--- src/rtl/adc_spi_sampler.sv ---
// SPI ADC front end: clocks one conversion frame per sample period out of the ADC
// and queues the captured codes in a show-ahead FIFO for the CNN sample input.
module adc_spi_sampler #(
   parameter int ADC_WIDTH     = 12,
   parameter int FRAME_BITS    = 16,
   parameter int SCLK_DIV      = 2,
   parameter int SAMPLE_PERIOD = 100,
   parameter int FIFO_DEPTH    = 8
) (
   input  logic                             clk,
   input  logic                             rst,
   input  logic                             enable,
   output logic                             adc_cs_n,
   output logic                             adc_sclk,
   input  logic                             adc_miso,
   input  logic                             sampler_ready_out,
   output logic                             sampler_valid_out,
   output logic [ADC_WIDTH-1:0]             sampler_data_out,
   output logic [$clog2(FIFO_DEPTH+1)-1:0]  fifo_level,
   output logic                             overflow,
   input  logic                             clear_overflow
);

   localparam int LW = $clog2(FIFO_DEPTH + 1);
   localparam int PW = (FIFO_DEPTH > 1) ? $clog2(FIFO_DEPTH) : 1;
   localparam int TW = (SAMPLE_PERIOD > 1) ? $clog2(SAMPLE_PERIOD) : 1;
   localparam int CW = (SCLK_DIV > 1) ? $clog2(SCLK_DIV) : 1;
   localparam int BW = (FRAME_BITS > 1) ? $clog2(FRAME_BITS) : 1;

   if (SAMPLE_PERIOD < 2 * SCLK_DIV * (FRAME_BITS + 1) + 2) begin : g_bad_period
      $error("adc_spi_sampler: SAMPLE_PERIOD too short for one SPI frame");
   end
   if (FRAME_BITS < ADC_WIDTH || SCLK_DIV < 1) begin : g_bad_frame
      $error("adc_spi_sampler: FRAME_BITS must cover ADC_WIDTH and SCLK_DIV must be >= 1");
   end
   if (FIFO_DEPTH < 2 || (FIFO_DEPTH & (FIFO_DEPTH - 1)) != 0) begin : g_bad_depth
      $error("adc_spi_sampler: FIFO_DEPTH must be a power of 2, at least 2");
   end

   typedef enum logic [1:0] {IDLE, SETUP, SHIFT, DONE} state_t;

   state_t                 state;
   logic [TW-1:0]          timer;
   logic [CW-1:0]          div_cnt;
   logic [BW-1:0]          bit_cnt;
   logic [ADC_WIDTH-1:0]   shreg;
   logic [ADC_WIDTH-1:0]   mem [FIFO_DEPTH];
   logic [PW-1:0]          wr_ptr;
   logic [PW-1:0]          rd_ptr;
   logic                   push;
   logic                   pop;
   logic                   drop;
   logic                   wr_en;

   always_ff @(posedge clk or posedge rst) begin
      if (rst) begin
         timer <= '0;
      end else if (!enable || timer == TW'(SAMPLE_PERIOD - 1)) begin
         timer <= '0;
      end else begin
         timer <= timer + TW'(1);
      end
   end

   // Only the last ADC_WIDTH bits of the frame are kept, so a narrow shift register suffices.
   always_ff @(posedge clk or posedge rst) begin
      if (rst) begin
         state    <= IDLE;
         adc_cs_n <= 1'b1;
         adc_sclk <= 1'b0;
         div_cnt  <= '0;
         bit_cnt  <= '0;
         shreg    <= '0;
      end else begin
         case (state)
            IDLE: begin
               if (enable && timer == '0) begin
                  adc_cs_n <= 1'b0;
                  div_cnt  <= '0;
                  state    <= SETUP;
               end
            end
            SETUP: begin
               if (div_cnt == CW'(SCLK_DIV - 1)) begin
                  div_cnt  <= '0;
                  bit_cnt  <= '0;
                  adc_sclk <= 1'b1;
                  shreg    <= {shreg[ADC_WIDTH-2:0], adc_miso};
                  state    <= SHIFT;
               end else begin
                  div_cnt <= div_cnt + CW'(1);
               end
            end
            SHIFT: begin
               if (div_cnt == CW'(SCLK_DIV - 1)) begin
                  div_cnt <= '0;
                  if (adc_sclk) begin
                     adc_sclk <= 1'b0;
                  end else if (bit_cnt == BW'(FRAME_BITS - 1)) begin
                     adc_cs_n <= 1'b1;
                     state    <= DONE;
                  end else begin
                     adc_sclk <= 1'b1;
                     shreg    <= {shreg[ADC_WIDTH-2:0], adc_miso};
                     bit_cnt  <= bit_cnt + BW'(1);
                  end
               end else begin
                  div_cnt <= div_cnt + CW'(1);
               end
            end
            default: begin
               state <= IDLE;
            end
         endcase
      end
   end

   assign push              = (state == DONE);
   assign sampler_valid_out = (fifo_level != '0);
   assign pop               = sampler_valid_out && sampler_ready_out;
   assign drop              = push && (fifo_level == LW'(FIFO_DEPTH)) && !pop;
   assign wr_en             = push && !drop;
   assign sampler_data_out  = sampler_valid_out ? mem[rd_ptr] : '0;

   always_ff @(posedge clk) begin
      if (wr_en) begin
         mem[wr_ptr] <= shreg;
      end
   end

   // A drop in the same cycle as clear_overflow must leave the flag set.
   always_ff @(posedge clk or posedge rst) begin
      if (rst) begin
         wr_ptr     <= '0;
         rd_ptr     <= '0;
         fifo_level <= '0;
         overflow   <= 1'b0;
      end else begin
         if (wr_en) begin
            wr_ptr <= wr_ptr + PW'(1);
         end
         if (pop) begin
            rd_ptr <= rd_ptr + PW'(1);
         end
         case ({wr_en, pop})
            2'b10:   fifo_level <= fifo_level + LW'(1);
            2'b01:   fifo_level <= fifo_level - LW'(1);
            default: fifo_level <= fifo_level;
         endcase
         if (drop) begin
            overflow <= 1'b1;
         end else if (clear_overflow) begin
            overflow <= 1'b0;
         end
      end
   end

endmodule

--- config.mk ---
export PLATFORM = sky130hd
export DESIGN_NAME = adc_spi_sampler
export DESIGN_NICKNAME = d
export VERILOG_FILES = /design/src/rtl/adc_spi_sampler.sv
export SDC_FILE = /design/constraint.sdc
export NUM_CORES = 1
export LEC_CHECK = 0
export BUFFER_PORTS_ARGS = -buffer_cell sky130_fd_sc_hd__buf_2
export CORE_MARGIN = 4
export CORE_UTILIZATION = 32
export CTS_CLUSTER_DIAMETER = 30
export DETAILED_ROUTE_END_ITERATION = 8
export PLACE_DENSITY_LB_ADDON = 0.05
export SLEW_MARGIN = 20
export SYNTH_ARGS = -nofsm -noshare
export SYNTH_HDL_FRONTEND = slang
export SYNTH_SLANG_ARGS = --single-unit
--- constraint.sdc ---
create_clock -name clk -period 2.8 [get_ports clk]
set_input_delay 0.14 -clock clk [delete_from_list [all_inputs] [get_ports clk]]
set_output_delay 0.14 -clock clk [all_outputs]
set_load 0.02 [all_outputs]
Word level (Yosys, flattened, before mapping):

Memories as Yosys holds them, arrays and structs flattened.
Index checks and enable logic that the tools add are counted.

* flip-flop bits (word level): 39
* memory bits (writable): 96
* bits of input ports: 6
* output and inout port bits: 20
* word-level logic and storage cells: 91
* memories kept: 1

Memory list
* mem: depth 8, width 12, read ports 1, clocked after memory_dff 0, wr ports 1, RTL line 47 `logic [ADC_WIDTH-1:0] mem [FIFO_DEPTH];`

* add/subtract/negate cells: 7
* equality and inequality tests: 14
* mux-type cells: 35
* reductions and logical operators: 23

Operators by type and width (number)
* $mux 12: 5
* $pmux 12 s2: 1
* $mux 4: 4
* $pmux 4 s2: 2
* $reduce_and 5->1: 3
* $mux 1: 13
* $ne 2x2->1 const B: 6
* $mux 2: 5
* $reduce_bool 2->1: 5
* $add 4x1->4 const B: 2
* $eq 4x4->1 const B: 2
* $add 7x1->7 const B: 1
* $eq 7x7->1 const B: 1
* $logic_not 7->1: 1
* $mux 7: 1
* $add 3x1->3 const B: 2
* $eq 2x2->1 const B: 3
* $pmux 1 s2: 3
* $pmux 2 s3: 1
* $logic_and 1x1->1: 5
* $eq 2x1->1 const B: 2
* $reduce_bool 4->1: 1
* $sub 4x1->4 const B: 1
* $logic_not 1->1: 3
* 6 further kinds: 6

Longest topological paths before layout:

Gate-level depths: netlist (run 1).

* depth in word-level cells: 8
* gate-level depth with buffers: 8
* depth with buffers taken out: 7

Worst setup path before layout (run 1):

OpenSTA, ideal clock, no wires.

* kind: reg2reg
* from: register fifo_level[1]
* to: memory mem[0][0], enable pin
* setup time: 396 ps
* arrival: 2045 ps
* required time: 2404 ps
* slack: 359 ps
* cell stages (with the launch flop): 6
* buffers on the path: 1
* clock period less this slack: 2441 ps
* cell sequence: dfrtp_1 or3_1 clkbuf_1 o21a_1 nand2b_1 nor3_1

* cells in the longest elaborated chain, start to end: 8
* elaborated cells on any way between the ends: 10
* those cells by class: eq/ne: 1; mux: 2; reduce/logical: 7

RTL lines
* start: declaration: RTL line 19 `output logic [$clog2(FIFO_DEPTH+1)-1:0] fifo_level,`
* start signal: assignment: RTL line 146 `2'b10: fifo_level <= fifo_level + LW'(1);`
* start signal: assignment: RTL line 147 `2'b01: fifo_level <= fifo_level - LW'(1);`
* start signal: assignment: RTL line 148 `default: fifo_level <= fifo_level;`
* $reduce_bool 4->1: RTL line 119 `assign sampler_valid_out = (fifo_level != '0);`
* $logic_and 1x1->1: RTL line 120 `assign pop = sampler_valid_out && sampler_ready_out;`
* $logic_not 1->1: RTL line 121 `assign drop = push && (fifo_level == LW'(FIFO_DEPTH)) && !pop;`
* $logic_and 1x1->1 (*): RTL line 121
* $logic_not 1->1 (*): RTL line 122 `assign wr_en = push && !drop;`
* $logic_and 1x1->1 (*): RTL line 122
* $mux 1 (*): RTL line 126 `if (wr_en) begin`
* $mux 1 (not written as such) (*): RTL line 127 `mem[wr_ptr] <= shreg;`
* end: declaration: RTL line 47

Mark *: on every way between the ends. The rest lies on a longest branch, timed or not.

Worst setup path after layout (run 1):

* from: register fifo_level[1]
* to: register fifo_level[3]

* cells in the longest elaborated chain, start to end: 8
* elaborated cells on any way between the ends: 14
* those cells by class: add/sub: 2; eq/ne: 3; mux: 1; reduce/logical: 8

RTL lines
* $reduce_bool 4->1: RTL line 119
* $logic_and 1x1->1: RTL line 120
* $logic_not 1->1: RTL line 121
* $logic_and 1x1->1: RTL line 121
* $logic_not 1->1: RTL line 122
* $logic_and 1x1->1: RTL line 122
* $eq 2x1->1 or $eq 2x2->1 (tied branches): RTL line 145 `case ({wr_en, pop})`
* $pmux 4 s2 or $reduce_bool 2->1 (tied branches)

Parallel ways exist; a longest one is shown, timed or not.
A chain may end at the register's enable or synchronous reset.

==> results.sh, run 1 <==
export IMPL_syn2layout_area_growth_pct=18.9
export IMPL_tightest_slew_ns=0.775
export IMPL_crit_start="fifo_level[1]$_DFFE_PP0P_"
export IMPL_coreArea_um2=17300
export IMPL_rsz0062_at_grt="no"
export IMPL_antenna_found_initial=0
export IMPL_synth_top_cells_by_area="edfxtp_1 51%, dfrtp_1 17%, mux4_2 9.6%"
export IMPL_cts_repair_resized=0
export IMPL_max_freq_mhz=416
export IMPL_critPathRequiredTime_ns=3.10
export IMPL_ff2ff_path_depth=7
export IMPL_fp_dieH_um=141
export IMPL_io_pins=26
export IMPL_cts_hold_fix_buffers=4
export IMPL_endpoint="fifo_level[3]$_DFFE_PP0P_"
export IMPL_cellPowerDensity_nw_per_um2=881
export IMPL_clk_path_buf_depth=2
export IMPL_grt_pass1_vias=3183
export IMPL_path_max_fanout=7
export IMPL_reg2reg_to="fifo_level[3]$_DFFE_PP0P_"
export IMPL_drtPass1Iterations=4
export IMPL_hpwlAfterDp_um=7820
export IMPL_post_cts_buffers=0
export IMPL_ys_ff_latch=135
export IMPL_synth_top_cell_area_share_pct=51.1
export IMPL_post_drt_wl_per_cell_um=18.5
export IMPL_maxCapViolations=0
export IMPL_die_w_um=141
export IMPL_synth_cell_area_um2=5640
export IMPL_initial_utilization_pct=32.6
export IMPL_synthCells=342
export IMPL_grt_max_degree=22
export IMPL_ys_flop_type="edfxtp_1"
export IMPL_avgViaCountPerCell=4.70
export IMPL_root_buffer="clkbuf_16"
export IMPL_maxSlewViolCount=0
export IMPL_cp_arrival_ns=2.70
export IMPL_via_count=2964
export IMPL_synth_edf_count=96
export IMPL_place_inst=597
export IMPL_drtAntennaViolNets=0
export IMPL_synth_commonest_cells="96 x edfxtp_1, 38 x dfrtp_1, 28 x nor2_1, 24 x mux4_2, 15 x inv_1"
export IMPL_path_class="reg -> reg"
export IMPL_syn_nets=361
export IMPL_fin_ws_ns=0.395
export IMPL_seq_area_um2=3860
export IMPL_r2r_start="fifo_level[1]$_DFFE_PP0P_"
export IMPL_drc=0
export IMPL_pre_cts_slack_ns=0.379
export IMPL_vdd_drop_max_mv=0.433
export IMPL_row_count=48
export IMPL_cts_htree_levels=4
export IMPL_insertion_delay_ns=0.41
export IMPL_cts_num_sinks=135
export IMPL_nFillCells=1649
export IMPL_syn_avg_cell_area_um2=16.5
export IMPL_ys_warn_count=0
export IMPL_status="completed"
export IMPL_cts_made_buffers=17
export IMPL_yosysUniqueCellTypes=41
export IMPL_ys_async_sr_fraction_pct=28.9
export IMPL_yosysMostFrequentCell="edfxtp_1"
export IMPL_grt_overflow_total=0
export IMPL_grt_pass1_wl_um=18700
export IMPL_clkTransAtPathRegs_ns=0.05
export IMPL_hold_path_class="in -> reg"
export IMPL_track_usage_pct=12.7
export IMPL_worstSetupEndpointType="register"
export IMPL_fin_nets=414
export IMPL_finalSetupViolations=0
export IMPL_power_leakage_nw=2.48
export IMPL_slew_headroom_pct=48.1
export IMPL_cts_tree="done"
export IMPL_drive_gt1_share_pct=27.3
export IMPL_finalHoldViolations=0
export IMPL_drtIter0Drc=163
export IMPL_finClkSkew_ns=0.0100
export IMPL_port_buffers=25
export IMPL_gp_congestion=0.747
export IMPL_multi_input_area_um2=1690
export IMPL_timing_final_crit_share_pct=85.9
export IMPL_fin_cells=631
export IMPL_ys_seq_area_share_pct=68.4
export IMPL_diodes=0
export IMPL_yosysTopAreaCell="edfxtp_1"
export IMPL_rrSetupSlack_ns=0.40
export IMPL_period_minus_slack_ns=2.40
export IMPL_final_setup_tns_ns=0
export IMPL_cp_start_kind="register"
export IMPL_die_area_um2=19800
export IMPL_drt_wl_total_um=11700
==> cells by family (layout without fill, tap and decap cells) <==
| logic type | after synthesis | after routing | share of synthesized area [%] |
|---|---|---|---|
| AOI/OAI and AO/OA | 27 | 27 | 3.48 |
| xor gates and xnor gates | 10 | 10 | 1.55 |
| adders and majority gates | 13 | 13 | 3.01 |
| buffers and inverters | 27 | 91 | 1.88 |
| DFF | 135 | 135 | 68.4 |
| muxes | 53 | 53 | 15.1 |
| and+or+nand+nor | 77 | 77 | 6.56 |
==> worst min-delay path by stage <==
stage / start / to / slack, ns / depth (start not counted)
final: sampler_ready_out / rd_ptr[2]$_DFFE_PP0P_ / 0.08 / 3
after detailed placement: rst / div_cnt$_DFFE_PP0P_ / 0.20 / 2
after floorplan: clear_overflow / overflow$_DFFE_PP0P_ / 0.24 / 1
after global routing: sampler_ready_out / rd_ptr[2]$_DFFE_PP0P_ / 0.08 / 3
after global placement: rst / div_cnt$_DFFE_PP0P_ / 0.20 / 2
after CTS: sampler_ready_out / rd_ptr[2]$_DFFE_PP0P_ / 0.06 / 3
==> state kept, by name (all words and copies together), names as in the netlist, 2 cells and up <==
| name | flops |
|---|---|
| shreg | 12 |
| bit_cnt | 4 |
| mem | 96 |
| state | 2 |
| wr_ptr | 3 |
| timer | 7 |
| rd_ptr | 3 |
| fifo_level | 4 |
==> power breakdown <==
group,leakage (nW),switching (mW),internal (mW)
registers,1.34,0.113,2.21
clock network,0.259,0.752,1.29
logic,0.882,0.852,0.693
total,2.48,1.72,4.19
==> worst max-delay path: stages, from the launching register on <==
cell and delay, ns:
dfrtp_1 0.44, o41ai_1 0.55, nor2_1 0.18, ha_1 0.31, a211oi_1 0.28, nor3_1 0.12
mux2i_1 0.13, a211o_1 0.27
==> layer usage <==
metal	GRT usage (%)	wire, um	vias to the layer above
li1	-	-	1401
met1	17.0	5470	1518
met2	20.2	5780	32
met3	3.46	283	13
met4	4.44	167	0
met5	0	0	-
==> through the flow <==
stage               power, mW  utilization (%)  hold slack, ns  area, um^2
floorplan                3.46                -           0.245        5640
global placement         3.95             35.5           0.197        6140
detailed placement       3.96             35.5           0.200        6140
CTS                      6.03             38.8          0.0586        6710
global route             6.26             38.8          0.0812        6710
finish                   5.91             38.8          0.0805        6710
==> area by class of cell <==
type | count | area share (%)
clock buffers | 24 | 6.73
clock inverters | 6 | 1.17
inverters | 15 | 0.839
multi-input cells | 180 | 25.2
flip-flops and latches | 135 | 57.5
well taps | 225 | 4.20
repair buffers | 46 | 4.36
==> layout by cell type, fill, tap and decap left out, types with 2 or more instances in the layout <==
cell type,instances
nand2b_1,5
nor3_1,4
o21ai_0,10
bufinv_16,2
clkinv_2,3
xnor2_1,9
dfrtp_1,38
clkbuf_1,7
buf_4,17
nand3b_1,3
a21oi_1,5
clkbuf_16,17
clkinv_1,2
nor3_2,2
ha_1,12
inv_1,14
nor2_1,28
mux2i_1,14
dlygate4sd3_1,4
mux2_2,14
edfxtp_1,96
nor2b_1,4
and2_1,3
buf_2,25
mux4_2,24
nand3_1,8
nand2_1,13
or3_1,3
(Power assumes the default switching activity.)
==> run 2: changes to the inputs <==
PLACE_DENSITY_LB_ADDON = default   (was 0.05)
==> run 2 against run 1 <==
  * Clock skew rose by 0.0027 ns
  * Register-to-register slack improved by 0.11 ns
  * Global-route usage shrank 1.1 points
  * Combinational power down 3%
  * Routed wire length fell by 9.5%
==> results.sh, run 2 (same netlist as run 1, synthesis figures left out) <==
export IMPL_path_class="reg -> reg"
export IMPL_p_switching_mw=1.79
export IMPL_critical_path_top_delay_family="compound AO/OA/AOI/OAI gates"
export IMPL_critPathRequiredTime_ns=3.10
export IMPL_drt_wl_total_um=10600
export IMPL_ff2ff_path_depth=8
export IMPL_final_setup_tns_ns=0
export IMPL_die_w_um=141
export IMPL_antenna_found_initial=0
export IMPL_cts_hold_fix_buffers=4
export IMPL_root_buffer="clkbuf_16"
export IMPL_drtIter0Drc=282
export IMPL_vdd_drop_max_mv=0.484
export IMPL_hold_path_class="in -> reg"
export IMPL_tightest_slew_ns=0.888
export IMPL_r2r_start="fifo_level[0]$_DFFE_PP0P_"
export IMPL_post_drt_wl_per_cell_um=16.8
export IMPL_gp_congestion=0.757
export IMPL_drc=0
export IMPL_cp_arrival_ns=2.60
export IMPL_clk_path_buf_depth=2
export IMPL_route_met2_wl_um=5440
export IMPL_finalSetupViolations=0
export IMPL_coreArea_um2=17300
export IMPL_syn2layout_area_growth_pct=20.9
export IMPL_initial_utilization_pct=32.6
export IMPL_via_count=3001
export IMPL_drtAntennaViolNets=0
export IMPL_grt_overflow_total=0
export IMPL_track_usage_pct=11.6
export IMPL_nFillCells=1614
export IMPL_sw_frac_of_total_pct=28.5
export IMPL_placedInstanceArea_um2=6140
export IMPL_cts_made_buffers=17
export IMPL_worstSetupEndpointType="register"
export IMPL_drtPass1Iterations=4
export IMPL_regMostFlops="mem"
export IMPL_layout_common_cells="96 x edfxtp_1, 38 x dfrtp_1, 28 x nor2_1, 25 x buf_2, 24 x mux4_2"
export IMPL_timing_critical_path_buf_inv=1
export IMPL_combPwrFrac_pct=23.8
export IMPL_final_common_cell="edfxtp_1"
export IMPL_insertion_delay_ns=0.42
export IMPL_p_int_mw=4.49
export IMPL_grt_max_degree=40
export IMPL_cp_start_kind="register"
export IMPL_clockPowerShare_pct=38.6
export IMPL_wl_met1_um=4630
export IMPL_highest_layer="met4"
export IMPL_final_area_um2=6830
export IMPL_slowest_delay_ns=0.43
export IMPL_endpoint="fifo_level[3]$_DFFE_PP0P_"
export IMPL_finalHoldViolations=0
export IMPL_rsz0062_at_grt="no"
export IMPL_diodes=0
export IMPL_timing_final_crit_share_pct=82.0
export IMPL_power_leakage_nw=2.52
export IMPL_largest_register_ffs=96
export IMPL_clkTransAtPathRegs_ns=0.06
export IMPL_crit_start="fifo_level[0]$_DFFE_PP0P_"
export IMPL_post_cts_buffers=0
export IMPL_grt_pass1_vias=3143
export IMPL_fin_util_pct=39.5
export IMPL_die_area_um2=19800
export IMPL_fp_dieH_um=141
export IMPL_rrSetupSlack_ns=0.50
export IMPL_cts_htree_levels=4
export IMPL_reg2reg_to="fifo_level[3]$_DFFE_PP0P_"
export IMPL_cts_tree="done"
export IMPL_port_buffers=25
export IMPL_critical_path_depth=8
export IMPL_wl_met3_um=374
export IMPL_avgViaCountPerCell=4.76
export IMPL_io_pins=26
export IMPL_cts_num_sinks=135
export IMPL_hpwlAfterDp_um=6260
export IMPL_grt_pass1_wl_um=17300
export IMPL_slew_headroom_pct=40.8
export IMPL_finClkSkew_ns=0.0128
export IMPL_maxSlewViolCount=0
export IMPL_maxCapViolations=0
export IMPL_fin_nets=412
export IMPL_cellPowerDensity_nw_per_um2=920
export IMPL_path_max_fanout=6
export IMPL_drive_gt1_share_pct=29.1
export IMPL_period_minus_slack_ns=2.30
export IMPL_crit_path_cell_trace="o41ai_1 -> buf_4 -> nor2_1 -> ha_1 -> a211oi_1 -> nor3_1 -> mux2i_1 -> a211o_1"
export IMPL_pwr_share_seq_pct=37.5
export IMPL_cts_repair_resized=0
export IMPL_max_freq_mhz=435
export IMPL_status="completed"
export IMPL_top_regs="mem: 96 flops, shreg: 12 flops, timer: 7 flops"
export IMPL_row_count=48
export IMPL_cpMaxStageDelayCell="dfrtp_1"
-- run 2: changes by cell type in the layout (fill, tap and decap cells not counted), sizes merged --
cell,before,now
buf,42,40
inv,14,18
bufinv,2,5
clkinvlp,0,3
clkinv,5,3
clkbuf,24,18
-- run 2: per-layer routing --
metal	track usage, %	vias to the layer above
met5	0	-
met4	5.05	0
met3	3.05	10
met2	19.3	39
met1	14.3	1549
li1	-	1403
-- run 2: how the worst min path moves through the flow --
stage | start | to | cells after the start
final | sampler_ready_out | rd_ptr[2]$_DFFE_PP0P_ | 3
after global routing | sampler_ready_out | rd_ptr[2]$_DFFE_PP0P_ | 3
after CTS | sampler_ready_out | rd_ptr[2]$_DFFE_PP0P_ | 3
after detailed placement | rst | shreg[0]$_DFFE_PP0P_ | 3
after global placement | rst | shreg[0]$_DFFE_PP0P_ | 3
after floorplan | clear_overflow | overflow$_DFFE_PP0P_ | 1
-- run 2: power groups by stage --
stage	Clock [mW]	Sequential, mW	Combinational [mW]
6_report	2.43	2.36	1.50
5_1_grt	2.57	2.37	1.66
4_1_cts	2.48	2.36	1.55
3_5_place_dp	0	2.40	1.54
3_3_place_gp	0	2.39	1.53
2_1_floorplan	0	2.34	1.12
-- run 2: layout make-up --
cell class                      instances  area, um^2  share of cell area (%)
Timing Repair Buffer                   44         290                    4.25
Inverter                               15        56.3                   0.825
Clock buffer                           18         429                    6.29
Tap cell                              225         282                    4.12
Clock inverter                         14         221                    3.24
Sequential cell                       135        3860                    56.5
Multi-Input combinational cell        180        1690                    24.7
-- run 2: worst reg2reg max path, cell delays in order, from the launching register on --
cell	delay, ns
dfrtp_1	0.43
o41ai_1	0.37
buf_4	0.19
nor2_1	0.08
ha_1	0.28
a211oi_1	0.30
nor3_1	0.12
mux2i_1	0.13
a211o_1	0.27
-- run 2: through the flow --
stage | cells | worst slack [ns] | hold WS, ns | total power [mW]
2_1_floorplan | 342 | 0.359 | 0.245 | 3.46
4_1_cts | 631 | 0.519 | 0.0480 | 6.39
3_5_place_dp | 595 | 0.533 | 0.327 | 3.94
6_report | 631 | 0.504 | 0.0672 | 6.28
5_1_grt | 631 | 0.365 | 0.0641 | 6.61
3_3_place_gp | 595 | 0.566 | 0.322 | 3.92
